<file path="config.mk">
export PLATFORM = sky130hd
export DESIGN_NAME = fetch_unit_flat
export DESIGN_NICKNAME = d
export VERILOG_FILES = /design/src/rtl/cpu_pkg.sv /design/src/rtl/fetch_unit_if.sv /design/src/rtl/fetch_unit.sv /design/src/flat_wrapper.sv
export SDC_FILE = /design/constraint.sdc
export NUM_CORES = 1
export LEC_CHECK = 0
export ABC_AREA = 1
export BUFFER_PORTS_ARGS = -buffer_cell sky130_fd_sc_hd__buf_2
export CORE_MARGIN = 4
export CORE_UTILIZATION = 40
export CTS_BUF_LIST = sky130_fd_sc_hd__clkbuf_16
export DETAILED_ROUTE_END_ITERATION = 12
export PLACE_DENSITY_LB_ADDON = 0.25
export SETUP_SLACK_MARGIN = 0.15
export SLEW_MARGIN = 20
export SYNTH_ARGS = -nofsm -noshare
export SYNTH_HDL_FRONTEND = slang
export SYNTH_SLANG_ARGS = --single-unit
</file>
<file path="constraint.sdc">
create_clock -name clk -period 1.8 [get_ports clk]
set_input_delay 0.09 -clock clk [delete_from_list [all_inputs] [get_ports clk]]
set_output_delay 0.09 -clock clk [all_outputs]
set_load 0.01 [all_outputs]
</file>
<file path="src/rtl/cpu_pkg.sv">
// Shared core definitions: fetch FSM state encoding and datapath widths.
package cpu_pkg;

  localparam int unsigned INST_W = 32;
  localparam logic [31:0] RESET_PC_DEFAULT = 32'h0000_0000;

  typedef enum logic [1:0] {
    ISSUE = 2'd0,
    RESP  = 2'd1,
    HOLD  = 2'd2,
    FAULT = 2'd3
  } fetch_state_t;

  // True when a byte address sits on a 32-bit word boundary.
  function automatic logic pc_is_aligned(input logic [31:0] pc);
    return (pc[1:0] == 2'b00);
  endfunction

endpackage

</file>
<file path="src/rtl/fetch_unit_if.sv">
// Fetch-stage bundle: instruction RAM port, decode handshake and redirect.
// fetch_fault exists only when FETCH_MISALIGN_CHECK_EN is defined.
interface fetch_unit_if;
  import cpu_pkg::*;

  logic              redirect;
  logic [31:0]       redirect_target;
  logic [29:0]       ram_addr;
  logic              ram_re;
  logic [INST_W-1:0] ram_dout;
  logic              inst_valid;
  logic              inst_ready;
  logic [INST_W-1:0] inst;
  logic [31:0]       inst_pc;
`ifdef FETCH_MISALIGN_CHECK_EN
  logic              fetch_fault;

  modport master (
    input  redirect, redirect_target, ram_dout, inst_ready,
    output ram_addr, ram_re, inst_valid, inst, inst_pc, fetch_fault
  );

  modport slave (
    output redirect, redirect_target, ram_dout, inst_ready,
    input  ram_addr, ram_re, inst_valid, inst, inst_pc, fetch_fault
  );
`else
  modport master (
    input  redirect, redirect_target, ram_dout, inst_ready,
    output ram_addr, ram_re, inst_valid, inst, inst_pc
  );

  modport slave (
    output redirect, redirect_target, ram_dout, inst_ready,
    input  ram_addr, ram_re, inst_valid, inst, inst_pc
  );
`endif

endinterface

</file>
<file path="src/rtl/fetch_unit.sv">
// Instruction fetch stage: owns the PC, issues RAM reads, holds the fetched word for decode.
// FETCH_MISALIGN_CHECK_EN adds a sticky FAULT state for misaligned redirect targets.
module fetch_unit
  import cpu_pkg::*;
#(
  parameter logic [31:0] RESET_PC = RESET_PC_DEFAULT
) (
  input  logic         clk,
  input  logic         resetn,
  fetch_unit_if.master bus
);

  fetch_state_t      state_q;
  logic [31:0]       pc_q;
  logic [INST_W-1:0] inst_q;
  logic [31:0]       inst_pc_q;
  logic              inst_valid_q;
  logic [31:0]       pc_seq_d;
  logic [31:0]       target_d;
  logic              target_bad_s;
  logic              ram_re_s;
`ifdef FETCH_MISALIGN_CHECK_EN
  logic              fault_q;
`endif

  // Redirect target conditioning and sequential PC increment (wraps modulo 2^32).
  always_comb begin
    pc_seq_d     = pc_q + 32'd4;
    target_d     = bus.redirect_target;
    target_bad_s = 1'b0;
`ifdef FETCH_MISALIGN_CHECK_EN
    target_bad_s = !pc_is_aligned(bus.redirect_target);
`else
    target_d     = bus.redirect_target & 32'hFFFF_FFFC;
`endif
  end

  // RAM read enable: reset and redirect both suppress any read this cycle.
  always_comb begin
    ram_re_s = 1'b0;
    if (!resetn || bus.redirect) begin
      ram_re_s = 1'b0;
    end else begin
      case (state_q)
        ISSUE:   ram_re_s = 1'b1;
        HOLD:    ram_re_s = bus.inst_ready;
        default: ram_re_s = 1'b0;
      endcase
    end
  end

  // Fetch FSM together with PC and the decode-facing instruction register.
  always_ff @(posedge clk) begin
    if (!resetn) begin
      state_q      <= ISSUE;
      pc_q         <= RESET_PC;
      inst_q       <= '0;
      inst_pc_q    <= 32'h0000_0000;
      inst_valid_q <= 1'b0;
`ifdef FETCH_MISALIGN_CHECK_EN
      fault_q      <= 1'b0;
`endif
    end else if (bus.redirect) begin
      // A handshake completing this cycle still clears valid; an in-flight response is dropped.
      pc_q         <= target_d;
      inst_valid_q <= 1'b0;
      state_q      <= target_bad_s ? FAULT : ISSUE;
`ifdef FETCH_MISALIGN_CHECK_EN
      fault_q      <= target_bad_s;
`endif
    end else begin
      case (state_q)
        ISSUE: begin
          state_q <= RESP;
        end
        RESP: begin
          inst_q       <= bus.ram_dout;
          inst_pc_q    <= pc_q;
          inst_valid_q <= 1'b1;
          pc_q         <= pc_seq_d;
          state_q      <= HOLD;
        end
        HOLD: begin
          if (bus.inst_ready) begin
            inst_valid_q <= 1'b0;
            state_q      <= RESP;
          end else begin
            state_q      <= HOLD;
          end
        end
        FAULT: begin
          state_q <= FAULT;
        end
        default: begin
          state_q <= ISSUE;
        end
      endcase
    end
  end

  assign bus.ram_re     = ram_re_s;
  assign bus.ram_addr   = pc_q[31:2];
  assign bus.inst       = inst_q;
  assign bus.inst_pc    = inst_pc_q;
  assign bus.inst_valid = inst_valid_q;
`ifdef FETCH_MISALIGN_CHECK_EN
  assign bus.fetch_fault = fault_q;
`endif

endmodule

</file>
<file path="src/flat_wrapper.sv">
// flat-port wrapper written by rule: the top's interface ports become plain ports
module fetch_unit_flat import cpu_pkg::*;
#(
  parameter logic [31:0] RESET_PC = RESET_PC_DEFAULT
)
  (clk, resetn, bus_redirect, bus_redirect_target, bus_ram_dout, bus_inst_ready, bus_ram_addr, bus_ram_re, bus_inst_valid, bus_inst, bus_inst_pc);
  fetch_unit_if bus_i ();
  input  logic clk;
  input  logic resetn;
  input wire logic [$bits(bus_i.redirect)-1:0] bus_redirect;
  input wire logic [$bits(bus_i.redirect_target)-1:0] bus_redirect_target;
  input wire logic [$bits(bus_i.ram_dout)-1:0] bus_ram_dout;
  input wire logic [$bits(bus_i.inst_ready)-1:0] bus_inst_ready;
  output wire logic [$bits(bus_i.ram_addr)-1:0] bus_ram_addr;
  output wire logic [$bits(bus_i.ram_re)-1:0] bus_ram_re;
  output wire logic [$bits(bus_i.inst_valid)-1:0] bus_inst_valid;
  output wire logic [$bits(bus_i.inst)-1:0] bus_inst;
  output wire logic [$bits(bus_i.inst_pc)-1:0] bus_inst_pc;
  assign bus_i.redirect = bus_redirect;
  assign bus_i.redirect_target = bus_redirect_target;
  assign bus_i.ram_dout = bus_ram_dout;
  assign bus_i.inst_ready = bus_inst_ready;
  assign bus_ram_addr = bus_i.ram_addr;
  assign bus_ram_re = bus_i.ram_re;
  assign bus_inst_valid = bus_i.inst_valid;
  assign bus_inst = bus_i.inst;
  assign bus_inst_pc = bus_i.inst_pc;
  fetch_unit #(.RESET_PC(RESET_PC)) u_core (.clk(clk), .resetn(resetn), .bus(bus_i));
endmodule
</file>
== Yosys cells after proc, flatten, opt, wreduce, memory -nomap -nowiden ==
Cells that the tools add are included.
Word-level totals
  flip-flop bits (word level): 99
  input bits: 68
  output and inout port bits: 96
  logic and storage cells: 29
Cells by class
  add/subtract/negate cells: 1
  equal/unequal tests: 4
  muxes and demuxes: 8
  bitwise logic cells: 2
  reductions and logical operators: 8
Operators with widths (number)
  $mux W32: 2
  $add A32 B3 Y32 const B: 1
  $pmux W2 S4: 1
  $eq A2 B2 Y1 const B: 2
  $pmux W1 S2: 2
  $reduce_and A2 Y1: 2
  $reduce_bool A2 Y1: 2
  $eq A2 B1 Y1 const B: 1
  $logic_not A2 Y1: 1
  $mux W1: 2
  $mux W2: 1
  $ne A2 B2 Y1 const B: 1
  $not A1 Y1: 2
  $reduce_or A2 Y1: 1
  $logic_not A1 Y1: 1
  $logic_or A1 B1 Y1: 1

== Depth between registers and ports, before layout ==
  depth after elaboration: 3
  mapped depth: 10
  mapped depth without buffers: 10

== Worst setup path after synthesis ==
No wires, ideal clock.
  path type: reg-to-reg
  start: register u_core.pc_q[3]
  end: register u_core.pc_q[26]
  setup time: 109 ps
  data arrival time: 1424 ps
  data required time: 1691 ps
  setup slack: 267 ps
  stages on the path, launching flop included: 11
  path buffers: 0
  clock period less this slack: 1533 ps
  cell sequence: dfxtp_1 > ha_1 > nand3_2 > nor2_4 > nand3_2 > nor2_2 > nand2_1 > nand3_1 > nand3_1 > nand2_1 > inv_1
Between the ends
  longest elaborated chain between the ends: 3
RTL lines
  start: declaration: RTL line fetch_unit.sv:14  | logic [31:0] pc_q;
  start signal: assignment: RTL line fetch_unit.sv:65  | pc_q <= target_d;
  start signal: assignment: RTL line fetch_unit.sv:80  | pc_q <= pc_seq_d;
  $add A32 B3 Y32: RTL line fetch_unit.sv:28  | pc_seq_d = pc_q + 32'd4;
  $mux W32: RTL line fetch_unit.sv:72  | case (state_q)
  $mux W32: RTL line fetch_unit.sv:63  | end else if (bus.redirect) begin
No other way between the ends. The select of a mux whose other input is x is not followed.
A chain may end at the register's enable or synchronous reset.

== Worst setup path in the final report ==
  start: register u_core.pc_q[2]
  end: register u_core.pc_q[28]
Same word-level chain as after synthesis.

==> qor.csv <==
metric,value,unit
R2R Setup Slk,0.24,ns
Final Cycle Share,0.8658,
FP Rows,37,
cell count after synthesis,634,
Ant. Diodes,0,
total CTS buffers,9,
first-pass GRT wire length,22580,µm
I/O pin count,164,
CTS max path bufs,2,
"Hold Vio Cnt, Final",0,
die height,112.5,µm
Synth-to-Final Area Change,38.88,%
crit-path most repeated cell,nand2_1,
WP buf/inv,1,
warnings from Yosys,0,
hold_ws,0.001523,ns
DRT Pass-1 Iters,5,
Post-Syn Area,4364,µm²
number of nets with antenna violations after routing,0,
Post-route DRC,0,
final wirelength,14220,µm
top cell family by delay on the critical path,simple AND/OR/NAND/NOR gates,
Static Leak,0.002989,µW
Slew Limit Fails,0,
Max rail drop VDD,0.5081,mV
launching point of the worst reg2reg path,u_core.pc_q[2]$_SDFFE_PN0P_,
Worst-path clk slew,0.08,ns
Vias/cell,5.022,
share of cells above drive strength 1,0.2983,
CP Depth,10,
RSZ-0062 raised after global routing,true,
"critical path, cell by cell",ha_4 > nand3_2 > nor2_4 > nand4_4 > nor2_4 > nand2_1 > nand2_1 > nand3_1 > nand2_1 > inv_1,
die width,112.5,µm
All-Layer GR Usage,0.2174,
largest net degree at the start of global routing,77,
CP peak stage delay,0.38,ns
fmax,641.7,MHz
critical path class,register to register,
minimum clock period,1.558,ns
Worst Setup SP,u_core.pc_q[2]$_SDFFE_PN0P_,
"commonest non-fill, non-tap cell in the layout",buf_2,
Hold Crit Class,primary input to register,
setup TNS,0,ns
Die ar.,12650,µm²
Worst R2R End,u_core.pc_q[28]$_SDFFE_PN0P_,
GPL Wtd Cong,0.8985,
CP Launch Type,register,
routed vias,4841,
Placeable Area,10460,µm²
DRT iter0 DRCs,336,
status,finished clean,
drt wl/cell,14.75,µm
Power Density,808.5,nW/µm²
synthesized area per cell,6.884,µm²
Clock Skew,0.01695,ns
Final setup viols,0,
clk sink count,95,
Root Driver,clkbuf_16,
Max Cap Viol,0,
R2R depth,10,
CTS tree,yes,
"Clk Latency, worst-skew pair",0.35,ns
CP arrival,1.81,ns
fin nets,892,
critical path required time,2.05,ns
crit path to,u_core.pc_q[28]$_SDFFE_PN0P_,
Worst path slowest cell,dfxtp_4,
gr ovfl total,0,
sequential cell area fraction in the yosys report,0.4358,
post-DP HPWL,9787,µm
I/O Buffers,159,
post-synth cell types,36,
initial antenna violation count,0,
most frequent cells in the layout,"buf_2 (159), nor2_1 (130), nand2_1 (123)",
htree depth,3,
CP Max Fanout,6,
CP Capture Type,register,
vias in the first global route,4629,
initial core utilization,0.4171,
"flops & latches, synth",95,
[worst reg2reg max path: cells and delay by family, from the launching register on]
kind	cells	cell delay, ns
AND/OR/NAND/NOR	8	0.90
adder cells (fa/ha/maj)	1	0.15
flip-flops	1	0.38
buffers and inverters	1	0.04
[kinds of logic after synthesis]
logic type	synth area share
adder cells (fa/ha/maj)	0.002867
buffers and inverters	0.08113
XOR/XNOR	0.002007
AND/OR/NAND/NOR	0.3366
other	0.0008593
flip-flops	0.4358
AO/OA/AOI/OAI	0.1408
[worst min path at each step]
stage | slack [ns] | cells after the start | endpoint | startpoint
after global routing | -0.0004 | 3 | u_core.pc_q[3]$_SDFFE_PN0P_ | bus_redirect_target[3]
after global placement | 0.30 | 2 | u_core.bus.inst_valid$_SDFFE_PN0P_ | bus_inst_ready
final | 0.002 | 3 | u_core.pc_q[3]$_SDFFE_PN0P_ | bus_redirect_target[3]
after CTS | 0.004 | 3 | u_core.pc_q[3]$_SDFFE_PN0P_ | bus_redirect_target[3]
after detailed placement | 0.32 | 3 | u_core.bus.inst[30]$_SDFFE_PN0P_ | bus_ram_dout[30]
after floorplan | 0.21 | 1 | u_core.bus.inst_valid$_SDFFE_PN0P_ | bus_inst_ready
[metal layers]
layer / wire length [µm] / global-route usage / vias up
met5: 0 / 0 / -
met4: 241 / 0.07292 / 0
met3: 1065 / 0.04474 / 20
met2: 6520 / 0.3532 / 194
met1: 6395 / 0.2883 / 2203
li1: - / - / 2424
[layout make-up]
class	count	area, µm²
Inverter	54	202.7
Clock inverter	7	75.07
Sequential cell	95	1929
Clock buffer	9	225.2
Timing Repair Buffer	209	1291
Tap cell	136	170.2
Multi-Input combinational cell	454	2167
Fill cell	986	4402
[synthesized netlist by cell type]
cell type | number | area [µm²]
ha_1 | 1 | 12.51
o21ai_1 | 5 | 25.02
inv_1 | 49 | 183.9
or2_1 | 1 | 6.260
nand2_2 | 6 | 37.54
a31oi_1 | 7 | 43.79
clkbuf_1 | 15 | 56.30
o2111ai_1 | 1 | 8.760
inv_2 | 4 | 15.01
xor2_1 | 1 | 8.760
a41oi_1 | 1 | 8.760
o21a_1 | 1 | 7.510
nor2_1 | 134 | 503.0
nand3_2 | 2 | 20.02
nor4_1 | 1 | 6.260
nand4_4 | 1 | 21.27
nand3b_1 | 2 | 15.01
dfxtp_1 | 95 | 1902
o311ai_1 | 1 | 8.760
nand2_1 | 125 | 469.2
buf_2 | 13 | 65.06
o211ai_1 | 4 | 30.03
nand4_1 | 4 | 25.02
nor2_2 | 6 | 37.54
o21ai_0 | 70 | 350.3
a22oi_1 | 3 | 22.52
nor2_4 | 8 | 90.09
nand3_1 | 37 | 185.2
or2_2 | 2 | 12.51
a311oi_1 | 1 | 8.760
nor3_1 | 6 | 30.03
conb_1 | 1 | 3.750
clkinv_1 | 1 | 3.750
buf_4 | 4 | 30.03
a21oi_1 | 20 | 100.1
nor3_2 | 1 | 10.01
[registers in the layout (all words and copies together), names as in the netlist]
register	count
u_core.bus.inst_pc	30
u_core.bus.inst_valid	1
u_core.pc_q	30
u_core.state_q	2
u_core.bus.inst	32
[what timing repair did]
action,in CTS,in global routing
pin swaps,2,5
endpoints found under the hold margin,33,0
hold buffers,33,0
resized for setup,2,29
endpoints found under the setup margin,2,15
buffers inserted,1,3
[power breakdown]
part | switching [µW] | internal [µW]
Combinational | 382 | 294
Clock | 934 | 984
Sequential | 90.6 | 2220
[through the flow]
step	power, µW	instance area [µm²]	utilization	cells	worst slack [ns]
2_1_floorplan	2663	4368	-	635	0.2669
3_3_place_gp	2944	5320	0.5085	911	0.1916
3_5_place_dp	2961	5320	0.5085	911	0.1415
4_1_cts	4921	5962	0.5698	961	0.1637
5_1_grt	5119	6061	0.5793	964	0.1371
6_report	4900	6061	0.5793	964	0.2416
(Power assumes the default switching activity.)
